[config.mk]
export PLATFORM = sky130hd
export DESIGN_NAME = arb_pkt2
export DESIGN_NICKNAME = d
export VERILOG_FILES = /design/src/rtl/arb_pkt2.sv
export SDC_FILE = /design/constraint.sdc
export NUM_CORES = 1
export LEC_CHECK = 0
export CAP_MARGIN = 10
export CORE_ASPECT_RATIO = 1.4
export CORE_MARGIN = 1
export CORE_UTILIZATION = 40
export CTS_CLUSTER_DIAMETER = 30
export CTS_CLUSTER_SIZE = 12
export DETAILED_ROUTE_END_ITERATION = 8
export PLACE_DENSITY = 0.8
export SETUP_SLACK_MARGIN = 0.1
export SKIP_CTS_REPAIR_TIMING = 1
export SLEW_MARGIN = 10
export SYNTH_ARGS = -nofsm -noshare
export SYNTH_HDL_FRONTEND = slang
export SYNTH_SLANG_ARGS = --single-unit
[constraint.sdc]
create_clock -name clk -period 1.96 [get_ports clk]
set_input_delay 0.294 -clock clk [delete_from_list [all_inputs] [get_ports clk]]
set_output_delay 0.294 -clock clk [all_outputs]
set_load 0.03 [all_outputs]
[src/rtl/arb_pkt2.sv]
// Two-input packet-granular round-robin arbiter onto one valid/ready link.
// The grant is held for a whole packet; a registered output stage absorbs backpressure.
//
// state | meaning
// IDLE  | no grant; pick the next port from the requesters and the round-robin pointer
// XFER  | grant held by arb_id; forward beats until last or the beat limit
module arb_pkt2 #(
    parameter int DW     = 32,
    parameter int MAXLEN = 16,
    parameter int CW     = 8
) (
    input  logic          clk,
    input  logic          rst,
    input  logic          in0_vld,
    input  logic [DW-1:0] in0_dat,
    input  logic          in0_last,
    output logic          in0_rdy,
    input  logic          in1_vld,
    input  logic [DW-1:0] in1_dat,
    input  logic          in1_last,
    output logic          in1_rdy,
    output logic          out_vld,
    output logic [DW-1:0] out_dat,
    output logic          out_last,
    output logic          out_id,
    input  logic          out_rdy,
    output logic          arb_id,
    output logic          len_err
);

    typedef enum logic {IDLE, XFER} state_t;

    localparam logic [CW-1:0] CNT_MAX = CW'(MAXLEN - 1);

    state_t        state, state_nxt;
    logic          arb_id_nxt;
    logic [CW-1:0] cnt, cnt_nxt;
    logic          slot_free;
    logic          acc;
    logic          beat_last;
    logic          trunc;
    logic          sel_vld;
    logic          sel_last;
    logic [DW-1:0] sel_dat;

    assign slot_free = ~out_vld | out_rdy;
    assign sel_vld   = arb_id ? in1_vld  : in0_vld;
    assign sel_last  = arb_id ? in1_last : in0_last;
    assign sel_dat   = arb_id ? in1_dat  : in0_dat;

    always_comb begin
        state_nxt  = state;
        arb_id_nxt = arb_id;
        cnt_nxt    = cnt;
        in0_rdy    = 1'b0;
        in1_rdy    = 1'b0;
        acc        = 1'b0;
        beat_last  = 1'b0;
        trunc      = 1'b0;
        case (state)
            IDLE: begin
                if (in0_vld | in1_vld) begin
                    // the port not granted last wins a tie
                    arb_id_nxt = arb_id ? ~in0_vld : in1_vld;
                    cnt_nxt    = '0;
                    state_nxt  = XFER;
                end
            end
            XFER: begin
                in0_rdy = slot_free & ~arb_id;
                in1_rdy = slot_free & arb_id;
                acc     = slot_free & sel_vld;
                if (acc) begin
                    beat_last = sel_last | (cnt == CNT_MAX);
                    trunc     = (cnt == CNT_MAX) & ~sel_last;
                    cnt_nxt   = (cnt == CNT_MAX) ? cnt : cnt + CW'(1);
                    if (beat_last) begin
                        state_nxt = IDLE;
                    end
                end
            end
            default: state_nxt = IDLE;
        endcase
    end

    always_ff @(posedge clk or posedge rst) begin
        if (rst) begin
            state <= IDLE;
            arb_id <= 1'b1;
            cnt <= '0;
        end else begin
            state <= state_nxt;
            arb_id <= arb_id_nxt;
            cnt <= cnt_nxt;
        end
    end

    // output register drains on its own, whatever the FSM is doing
    always_ff @(posedge clk or posedge rst) begin
        if (rst) begin
            out_vld  <= 1'b0;
            out_dat  <= '0;
            out_last <= 1'b0;
            out_id   <= 1'b0;
            len_err  <= 1'b0;
        end else begin
            len_err <= trunc;
            if (acc) begin
                out_vld  <= 1'b1;
                out_dat  <= sel_dat;
                out_last <= beat_last;
                out_id   <= arb_id;
            end else if (out_rdy) begin
                out_vld <= 1'b0;
            end
        end
    end

endmodule
# Word-level counts from Yosys, hierarchy flattened
# Cells that the tools add are included.
# W data, S select, Z words.
[word_totals] regBits=46 inputBits=71 out_inout_bits=39 elab_cells=49
[classes] n_addsub=1 n_eq_ne=4 n_mux=21 bitwise_logic=12 reduce_logical=3
[op_table] op="$mux W32" count=1
[op_table] op="$mux W8" count=3
[op_table] op="$pmux W8 S2" count=1
[op_table] op="$mux W1" count=15
[op_table] op="$add A8 B1 Y8 const B" count=1
[op_table] op="$eq A8 B4 Y1 const B" count=1
[op_table] op="$not A1 Y1" count=5
[op_table] op="$and A1 B1 Y1" count=4
[op_table] op="$ne A2 B2 Y1 const B" count=2
[op_table] op="$or A1 B1 Y1" count=3
[op_table] op="$reduce_and A3 Y1" count=1
[op_table] op="$ne A2 B1 Y1 const B" count=1
[op_table] op="$pmux W1 S2" count=1
[op_table] op="$reduce_and A2 Y1" count=1
[op_table] op="$reduce_bool A2 Y1" count=1

# Depth between registers and ports, before layout
# Gate-level depths: netlist of run 1.
[depth] depth_word=5 depth_mapped=6 ltp_nobuf=5

# Least setup slack after synthesis of run 1
# No wires, ideal clock.
[synth_path] kind="reg-to-output" from="register arb_id" to="output in1_rdy" arrival_ps=1490 required_time_ps=1666 slack_ps=176 stages_incl_launch_ff=4 n_path_buf=2 path_cell_list="dfstp_2 > buf_2 > buf_2 > and3_1"
[synth_via] elab_chain_cells=2
[synth_rtl] item="from (decl)" line="27" source="output logic arb_id,"
[synth_rtl] item="from (signal assigned)" line="93" source="arb_id <= arb_id_nxt;"
[synth_rtl] item="$and A1 B1 Y1" line="71" source="in1_rdy = slot_free & arb_id;"
[synth_rtl] item="$mux W1" line="60" source="case (state)"
[synth_rtl] item="to (decl)" line="21" source="output logic in1_rdy,"
# No other way between the ends.

# Worst setup path after layout of run 1
# Ends and elaborated chain as after synthesis.

==> impl_results.md, run 1 <==
- Status: complete, no violations
- Tcrit/Tclk final: 0.883
- RSZ-0062 raised after global routing: false
- Seq pwr share: 0.309
- TNS Setup: 0 ns
- Comb power frac: 0.582
- Core area: 5240 sq um
- P_sw: 2.34 mW
- Vias: 1961
- Area leader, netlist: dfrtp_1
- DRC: 0
- # clock sinks: 46
- Initial antenna violation count: 0
- Largest net degree at the start of global routing: 36
- Post-synthesis area per instance: 10.3 sq um
- Synthesized instance count: 214
- Most common cell after layout, fill and taps aside: clkdlybuf4s50_1
- I/O pin count: 110
- Mapped Nets: 286
- Cell Area, Synth: 2210 sq um
- Pint: 2.97 mW
- CP max stage delay: 0.55 ns
- Final worst slack: 0.229 ns
- Slew Limit Headroom: 0.737
- Minimum clock period: 1.73 ns
- Reg-to-reg critical path startpoint: cnt[0]
- Num rows: 31
- DP Cell Count: 387
- Met3 wire len: 337 microns
- Total power: 5.31 mW
- Post-synth EDFFs: 0
- Worst VDD drop: 693 uV
- Top_reg_cell synth: dfrtp_1
- Hold Crit Class: input port to asynchronous set/reset pin
- Cell Count, Final, Fillers Out: 395
- CP max stage cell: dfstp_2
- Crit path required time: 1.67 ns
- Max FO, Critical Path: 22
- Wl on met1: 2080 microns
- Die height: 89.9 microns
- Routed wl met2: 2920 microns
- Measured slew at the worst slew-check pin: 0.395 ns
- Nets: 400
- Grt ovf: 0
- Maximum root-to-sink buffer count: 2
- Worst-path clk slew: 0.09 ns
- Detailed Route WL: 5410 microns
- Synth top area share: 0.510
- Initial DRT Pass Iterations: 4
- Yosys reg bits: 46
- Switching share of power: 0.440
- R2r worst-path depth: 6
- WL/cell: 13.7 microns
- Vias in the first global route: 1984
- Leak pwr: 1.59 nW
- Final ANT Viol Nets: 0
- GR Util All Layers: 0.198
- First-pass GRT wire length: 8960 microns
- Max_cap viols: 0
- # port buffers: 109
- Root Buffer: clkbuf_8
- Register area share after synthesis: 0.522
- Uppermost layer routed: met4
- Crit path capture type: output pin
- CP delay by family, top: flip-flops
- Setup CP Type: flip-flop to output pin
- Crit-path cells: buf_6 > and3_1 > buf_4
- CP arrival: 1.44 ns
- Clk pwr share: 0.109
- Area Growth Syn to Fin: 58.8%
- Cts bufs inserted: 5
- Clock Skew: 0.00774 ns
- DR iter-0 viols: 91
- Antenna diode count: 0
- Area contributors post-synth: dfrtp_1 51%, mux2i_1 15%, o21ai_1 7.5%
- Reg2reg end: cnt[6]
- Async SR Flop Fraction: 1.00
- Power per Cell Area: 1510 nW/um^2
- Die W: 64.8 microns
- HPWL after detailed placement: 4310 microns
- Layout cells sized above 1: 0.0912
- CP Launch Type: flip-flop
- Final setup fails: 0
- Worst R2R Setup Slack: 0.27 ns
- Die area: 5830 sq um
- CP bufs+invs: 2
- Worst skew pair latency: 0.30 ns
- Final hold viol count: 0
- H-Tree Depth: 2
- Commonest non-fill, non-tap cells in the layout: 106 x clkdlybuf4s50_1, 45 x dfrtp_1, 41 x nand2_1
- Fmax: 578 MHz
- Setup WS pre-CTS: 0.118 ns
- Yosys Warn Count: 0
- Pins Over Slew Limit: 0
- Initial Utilization: 0.422
- Unique masters post-synth: 32
- CTS tree: yes
- Gp weighted congestion: 0.798
- Vias/cell: 4.96
## layout make-up
cell class                      instances  area, sq um
Clock inverter                          3         21.3
Fill cell                             453         1730
Sequential cell                        46         1150
Inverter                                4         15.0
Timing Repair Buffer                  121         1200
Multi-Input combinational cell        150          965
Tap cell                               66         82.6
Clock buffer                            5         68.8
## state kept, by name (all words and copies together) (netlist names)
signal and cells:
arb_id 1, cnt 8, out_id 1, out_last 1
len_err 1, state 1, out_dat 32, out_vld 1
## per-layer routing
metal | GRT usage | vias up
met5 | 0 | -
met4 | 0.0648 | 0
met3 | 0.0482 | 6
met2 | 0.358 | 72
met1 | 0.219 | 901
li1 | - | 982
## through the flow
step	area, sq um	utilization	hold WS, ns
2_1_floorplan	2210	-	0.367
3_3_place_gp	3410	0.652	0.467
3_5_place_dp	3410	0.652	0.475
4_1_cts	3500	0.669	0.288
5_1_grt	3510	0.670	0.297
6_report	3510	0.670	0.287
## cell families after synthesis
logic type,count (synthesis),share of synthesized area
muxes,36,0.165
and+or+nand+nor,63,0.131
adders and majority gates,1,0.00566
buffers and inverters,18,0.0414
AOI/OAI and AO/OA,50,0.135
DFF,46,0.522
## power groups by stage
stage	combinational, mW	sequential, mW	clock [mW]
floorplan	1.22	2.35	0
detailed placement	3.12	1.66	0
finish	3.09	1.64	0.578
global placement	3.06	1.64	0
CTS	3.12	1.65	0.602
global route	3.32	1.71	0.637
## worst register-to-register path: stages (launching register included)
cell and delay, ns:
dfrtp_1 0.41, ha_1 0.24, nand3_1 0.17, nor3b_2 0.07, buf_4 0.18, or4_1 0.46, nand3_1 0.09
## worst max path at each step
stage | slack, ns | cells after the start | to | from
after detailed placement | 0.12 | 6 | cnt[7] | in1_vld
after CTS | 0.13 | 3 | in1_rdy | arb_id
final | 0.23 | 3 | in1_rdy | arb_id
after floorplan | 0.18 | 3 | in1_rdy | arb_id
after global routing | 0.16 | 3 | in1_rdy | arb_id
after global placement | 0.17 | 6 | cnt[7] | in0_vld
## cell usage after synthesis (2+ instances only)
| master | n |
|---|---|
| mux2i_1 | 33 |
| nor2_1 | 3 |
| o31ai_1 | 2 |
| clkbuf_1 | 3 |
| a21oi_1 | 2 |
| o311ai_1 | 2 |
| nand3_1 | 6 |
| o211ai_1 | 6 |
| nand2_1 | 41 |
| or4_1 | 2 |
| dfrtp_1 | 45 |
| buf_4 | 4 |
| buf_2 | 7 |
| mux2_2 | 2 |
| inv_1 | 4 |
| o21ai_1 | 33 |
| and3_1 | 4 |
Note: power is estimated with default switching activity, not from simulation.
==> run 2, diff against run 1 <==
- CORE_UTILIZATION: 40 -> 43
- PLACE_DENSITY: 0.8 -> 0.85
- clock period: 1.96 -> 2 ns (I/O delays scaled with it)
==> run 2 against run 1 <==
Routed wire length shrank 4.4%; clock power about the same; clock skew shrank 0.0025 ns; combinational power shrank 3%; final area is 0.36% lower.
==> impl_results.md, run 2 (same netlist as run 1, synthesis figures left out) <==
- CP delay by family, top: flip-flops (unchanged)
- Most flops, register: out_dat (unchanged)
- Initial DRT Pass Iterations: 4 (unchanged)
- Pint: 2.94 mW (was 2.97 mW)
- DR iter-0 viols: 41 (was 91)
- Power per Cell Area: 1490 nW/um^2 (was 1510 nW/um^2)
- Final hold viol count: 0 (unchanged)
- Initial antenna violation count: 0 (unchanged)
- RSZ-0062 raised after global routing: false (unchanged)
- Clk pwr share: 0.111 (was 0.109)
- Measured slew at the worst slew-check pin: 0.528 ns (was 0.395 ns)
- Crit path required time: 1.70 ns (was 1.67 ns)
- HPWL after detailed placement: 4120 microns (was 4310 microns)
- Seq pwr share: 0.313 (was 0.309)
- Fin util: 0.716 (was 0.670)
- Status: complete, no violations (unchanged)
- Switching share of power: 0.434 (was 0.440)
- Minimum clock period: 1.80 ns
- TNS Setup: 0 ns (unchanged)
- Vias: 1954 (was 1961)
- CP max stage delay: 0.61 ns (was 0.55 ns)
- I/O pin count: 110 (unchanged)
- Hold slack: 0.353 ns (was 0.287 ns)
- Antenna diode count: 0 (unchanged)
- Die W: 62.6 microns (was 64.8 microns)
- CP bufs+invs: 2 (unchanged)
- Core area: 4880 sq um (was 5240 sq um)
- Setup WS pre-CTS: 0.145 ns (was 0.118 ns)
- P_sw: 2.25 mW (was 2.34 mW)
- Layout cells sized above 1: 0.0854 (was 0.0912)
- Tcrit/Tclk final: 0.900
- Setup CP Type: flip-flop to output pin (unchanged)
- Root Buffer: clkbuf_8 (unchanged)
- Max FO, Critical Path: 19 (was 22)
- Cell Count, Final, Fillers Out: 392 (was 395)
- Top Registers: out_dat (32), cnt (8) (unchanged)
- Commonest non-fill, non-tap cells in the layout: 106 x clkdlybuf4s50_1, 45 x dfrtp_1, 41 x nand2_1 (unchanged)
- Comb power frac: 0.576 (was 0.582)
- CP Launch Type: flip-flop (unchanged)
- Most common cell after layout, fill and taps aside: clkdlybuf4s50_1 (unchanged)
- DP Cell Count: 384 (was 387)
- CP arrival: 1.50 ns (was 1.44 ns)
- Pins Over Slew Limit: 0 (unchanged)
- DRC: 0 (unchanged)
- Crit path capture type: output pin (unchanged)
- Hold Crit Class: input port to asynchronous set/reset pin (unchanged)
- Area Growth Syn to Fin: 58.2% (was 58.8%)
- Clock Skew: 0.00523 ns (was 0.00774 ns)
- Detailed Route WL: 5170 microns (was 5410 microns)
- Gp weighted congestion: 0.815 (was 0.798)
- Vias in the first global route: 1913 (was 1984)
- Slew Limit Headroom: 0.648 (was 0.737)
- Initial Utilization: 0.453 (was 0.422)
- Die height: 86.8 microns (was 89.9 microns)
- Maximum root-to-sink buffer count: 2 (unchanged)
- GR Util All Layers: 0.200 (was 0.198)
- # port buffers: 109 (unchanged)
- Cell repeated most along the worst path: buf_4
- Die area: 5430 sq um (was 5830 sq um)
- WL/cell: 13.2 microns (was 13.7 microns)
- H-Tree Depth: 2 (unchanged)
- Grt ovf: 0 (unchanged)
- Final setup fails: 0 (unchanged)
- Final worst slack: 0.201 ns (was 0.229 ns)
- CTS tree: yes (unchanged)
- Crit-path cells: buf_4 > nor2_1 > buf_4 (was buf_6 > and3_1 > buf_4)
- Fillers: 398 (was 453)
- Worst VDD drop: 738 uV (was 693 uV)
- CP max stage cell: dfstp_2 (unchanged)
- # clock sinks: 46 (unchanged)
- Cts bufs inserted: 5 (unchanged)
- Worst-path clk slew: 0.08 ns (was 0.09 ns)
- Largest net degree at the start of global routing: 31 (was 36)
- Max reg flops: 32 (unchanged)
- Vias/cell: 4.98 (was 4.96)
- Fmax: 556 MHz
- Num rows: 30 (was 31)
- First-pass GRT wire length: 8470 microns (was 8960 microns)
- Nets: 399 (was 400)
- Max_cap viols: 0 (unchanged)
- Worst skew pair latency: 0.30 ns (about the same)
- Leak pwr: 1.59 nW (about the same)
- Final ANT Viol Nets: 0 (unchanged)
[run 2: cell count changes in the layout (fill, tap and decap cells not counted)]
cell,change
buf_6,-1
clkbuf_1,+1
clkbuf_8,+1
clkinv_4,-1
clkinvlp_4,-1
[run 2: layer usage]
metal | vias to the layer above | global-route usage | share of wire
met5 | - | 0 | 0
met4 | 0 | 0.0740 | 0.017
met3 | 9 | 0.0632 | 0.074
met2 | 78 | 0.352 | 0.53
met1 | 882 | 0.226 | 0.38
li1 | 985 | - | -
[run 2: cell type report]
cell class	instances	area, sq um	area share
multi-input cells	150	965	0.276
flip-flops and latches	46	1150	0.330
repair buffers	120	1190	0.341
well taps	64	80.1	0.0229
clock inverters	1	5.00	0.00143
clock buffers	7	86.3	0.0247
inverters	4	15.0	0.00430
[run 2: final timing paths]
kind                            startpoint     endpoint  slack, ns  depth (start not counted)
worst min register to register      out_id       out_id       0.48                          1
worst max register to register      arb_id  out_dat[19]       0.28                          5
max in group asynchronous              rst  out_dat[13]       1.14                          3
worst min-delay path                   rst  out_dat[18]       0.35                          2
min in group clk                    out_id       out_id       0.48                          1
worst max-delay path                arb_id      in0_rdy       0.20                          3
[run 2: power groups by stage]
stage	Combinational, mW	Clock, mW	Sequential (mW)
after floorplan	1.20	0	2.30
after global placement	2.96	0	1.63
after detailed placement	3.02	0	1.65
after CTS	3.03	0.602	1.62
after global routing	3.23	0.628	1.69
final	2.99	0.579	1.62
[run 2: stage by stage]
stage | instance area [sq um] | power, mW
2_1_floorplan | 2210 | 3.50
3_3_place_gp | 3400 | 4.59
3_5_place_dp | 3400 | 4.66
4_1_cts | 3490 | 5.26
5_1_grt | 3490 | 5.54
6_report | 3490 | 5.19
[run 2: worst register-to-register path, delay by kind of cell, from the launching register on]
kind,cells,cell delay (ns)
mux,1,0.38
flops,1,0.61
buf+inv,1,0.32
compound gates,1,0.08
simple gates,2,0.26
==> run 3, diff against run 2 <==
- CORE_UTILIZATION: 43 -> 36
- PLACE_DENSITY: 0.85 -> 0.88
- clock period: 2 -> 1.6 ns (I/O delays scaled with it)
==> run 3 against run 2 <==
The run now ends with negative setup slack left; largest cell class unchanged; setup slack got worse by 0.21 ns; critical path depth grew 3; highest routed layer unchanged; global-route usage decreased by 1.1 points.
==> impl_results.md, run 3 (same netlist as run 1, synthesis figures left out) <==
- Slew Limit Headroom: 0.743 (was 0.648)
- # clock sinks: 46 (unchanged)
- Largest net degree at the start of global routing: 34 (was 31)
- Failing checks: negative setup slack
- First-pass GRT wire length: 9290 microns (was 8470 microns)
- Area Growth Syn to Fin: 90.0% (was 58.2%)
- Tcrit/Tclk final: 1.01
- HPWL after detailed placement: 4520 microns (was 4120 microns)
- Initial antenna violation count: 0 (unchanged)
- Crit path capture type: flip-flop (was output pin)
- Setup WS pre-CTS: -0.132 ns (was 0.145 ns)
- Hold slack: 0.242 ns (was 0.353 ns)
- Max_cap viols: 0 (unchanged)
- Pins Over Slew Limit: 0 (unchanged)
- Cts bufs inserted: 5 (unchanged)
- Nets: 423 (was 399)
- CP Launch Type: flip-flop (unchanged)
- Die W: 68.2 microns (was 62.6 microns)
- Gp weighted congestion: 0.820 (was 0.815)
- Power per Cell Area: 1890 nW/um^2 (was 1490 nW/um^2)
- Status: complete, but fails checks (was complete, no violations)
- Max FO, Critical Path: 7 (was 19)
- Initial DRT Pass Iterations: 4 (unchanged)
- Most flops, register: out_dat (unchanged)
- Fin util: 0.711 (was 0.716)
- Final hold viol count: 0 (unchanged)
- Die height: 94.7 microns (was 86.8 microns)
- CP max stage delay: 0.57 ns (was 0.61 ns)
- Final setup fails: 1 (was 0)
- Worst VDD drop: 1240 uV (was 738 uV)
- CP max stage cell: dfstp_2 (unchanged)
- I/O pin count: 110 (unchanged)
- Initial Utilization: 0.374 (was 0.453)
- CTS tree: yes (unchanged)
- Vias: 2213 (was 1954)
- Crit-path cells: mux2_4 > nand3_4 > buf_12 > buf_12 > clkbuf_16 > o21ai_1 (was buf_4 > nor2_1 > buf_4)
- Crit path required time: 1.77 ns (was 1.70 ns)
- Antenna diode count: 0 (unchanged)
- CP bufs+invs: 3 (was 2)
- Minimum clock period: 1.61 ns
- Worst skew pair latency: 0.29 ns (was 0.30 ns)
- Cell repeated most along the worst path: buf_12 (was buf_4)
- Hold Crit Class: input port to asynchronous set/reset pin (unchanged)
- Max reg flops: 32 (unchanged)
- Cell Count, Final, Fillers Out: 421 (was 392)
- CP delay by family, top: flip-flops (unchanged)
- CP arrival: 1.78 ns (was 1.50 ns)
- Measured slew at the worst slew-check pin: 0.386 ns (was 0.528 ns)
- GR Util All Layers: 0.189 (was 0.200)
- Worst-path clk slew: 0.09 ns (was 0.08 ns)
- Commonest non-fill, non-tap cells in the layout: 69 x clkdlybuf4s50_1, 44 x dfrtp_1, 37 x dlymetal6s2s_1 (was 106 x clkdlybuf4s50_1, 45 x dfrtp_1, 41 x nand2_1)
- Final ANT Viol Nets: 0 (unchanged)
- Maximum root-to-sink buffer count: 2 (unchanged)
- RSZ-0062 raised after global routing: true (was false)
- Clock Skew: 0.00803 ns (was 0.00523 ns)
- Root Buffer: clkbuf_8 (unchanged)
- Vias/cell: 5.26 (was 4.98)
- # port buffers: 109 (unchanged)
- Num rows: 33 (was 30)
- WL/cell: 17.2 microns (was 13.2 microns)
- Leak pwr: 2.30 nW (was 1.59 nW)
- Core area: 5900 sq um (was 4880 sq um)
- Final worst slack: -0.0126 ns (was 0.201 ns)
- Total power: 7.94 mW (was 5.19 mW)
- Fillers: 398 (unchanged)
- DRC: 0 (unchanged)
- Fmax: 620 MHz
- Grt ovf: 0 (unchanged)
- H-Tree Depth: 2 (unchanged)
- Die area: 6460 sq um (was 5430 sq um)
- Detailed Route WL: 7250 microns (was 5170 microns)
- DP Cell Count: 393 (was 384)
- Setup CP Type: flip-flop to flip-flop (was flip-flop to output pin)
- Top Registers: out_dat (32), cnt (8) (unchanged)
- Vias in the first global route: 2117 (was 1913)
- Layout cells sized above 1: 0.256 (was 0.0854)
- Most common cell after layout, fill and taps aside: clkdlybuf4s50_1 (unchanged)
- DR iter-0 viols: 73 (was 41)
## run 3: cell count changes in the layout (fill, tap and decap cells not counted), sizes merged
cell           before  now
clkdlybuf4s50     106   69
nand3               7    8
dlymetal6s2s        0   37
buf                14   33
clkinv              1    2
clkbuf              7    9
## run 3: final cells by class
type                    count  area, sq um  area share
clock inverters             2         10.0     0.00239
well taps                  70         87.6      0.0209
flip-flops and latches     46         1150       0.275
multi-input cells         151         1200       0.287
inverters                   4         15.0     0.00358
clock buffers               5         68.8      0.0164
repair buffers            143         1660       0.395
## run 3: stage by stage
stage                     setup TNS, ns  cell area (sq um)
after CTS                        -0.217               3560
after global routing             -0.121               4200
final                           -0.0126               4200
after floorplan                       0               2260
after detailed placement          -1.41               3480
after global placement           -0.334               3480
## run 3: worst reg2reg max path: cells and delay by family (launching register included)
| kind | cells | cell delay [ns] |
|---|---|---|
| compound gates | 1 | 0.09 |
| flops | 1 | 0.57 |
| mux | 1 | 0.35 |
| simple gates | 1 | 0.11 |
| buf+inv | 3 | 0.38 |
## run 3: worst paths after layout
check / cells past startpoint / slack, ns / to / start
setup / recovery: 6 / -0.01 / out_dat[10] / arb_id
hold / removal: 2 / 0.24 / cnt[4] / rst
setup reg to reg: 6 / -0.01 / out_dat[10] / arb_id
hold reg to reg: 2 / 0.46 / out_last / out_last
max in group asynchronous: 3 / 0.94 / out_dat[31] / rst
min in group clk: 5 / 0.44 / out_vld / out_rdy
## run 3: where the power goes
part / switching, mW / internal (mW) / leakage, nW / total (mW)
sequential: 0.435 / 1.69 / 0.565 / 2.13
clock: 0.376 / 0.294 / 0.0438 / 0.670
combinational: 2.66 / 2.49 / 1.69 / 5.15
total: 3.47 / 4.48 / 2.30 / 7.94
## run 3: metal layers
layer | track usage | routed length [microns] | part of all wire
met5 | 0 | 0 | 0
met4 | 0.0451 | 166 | 0.023
met3 | 0.0338 | 381 | 0.053
met2 | 0.361 | 4120 | 0.57
met1 | 0.206 | 2580 | 0.36
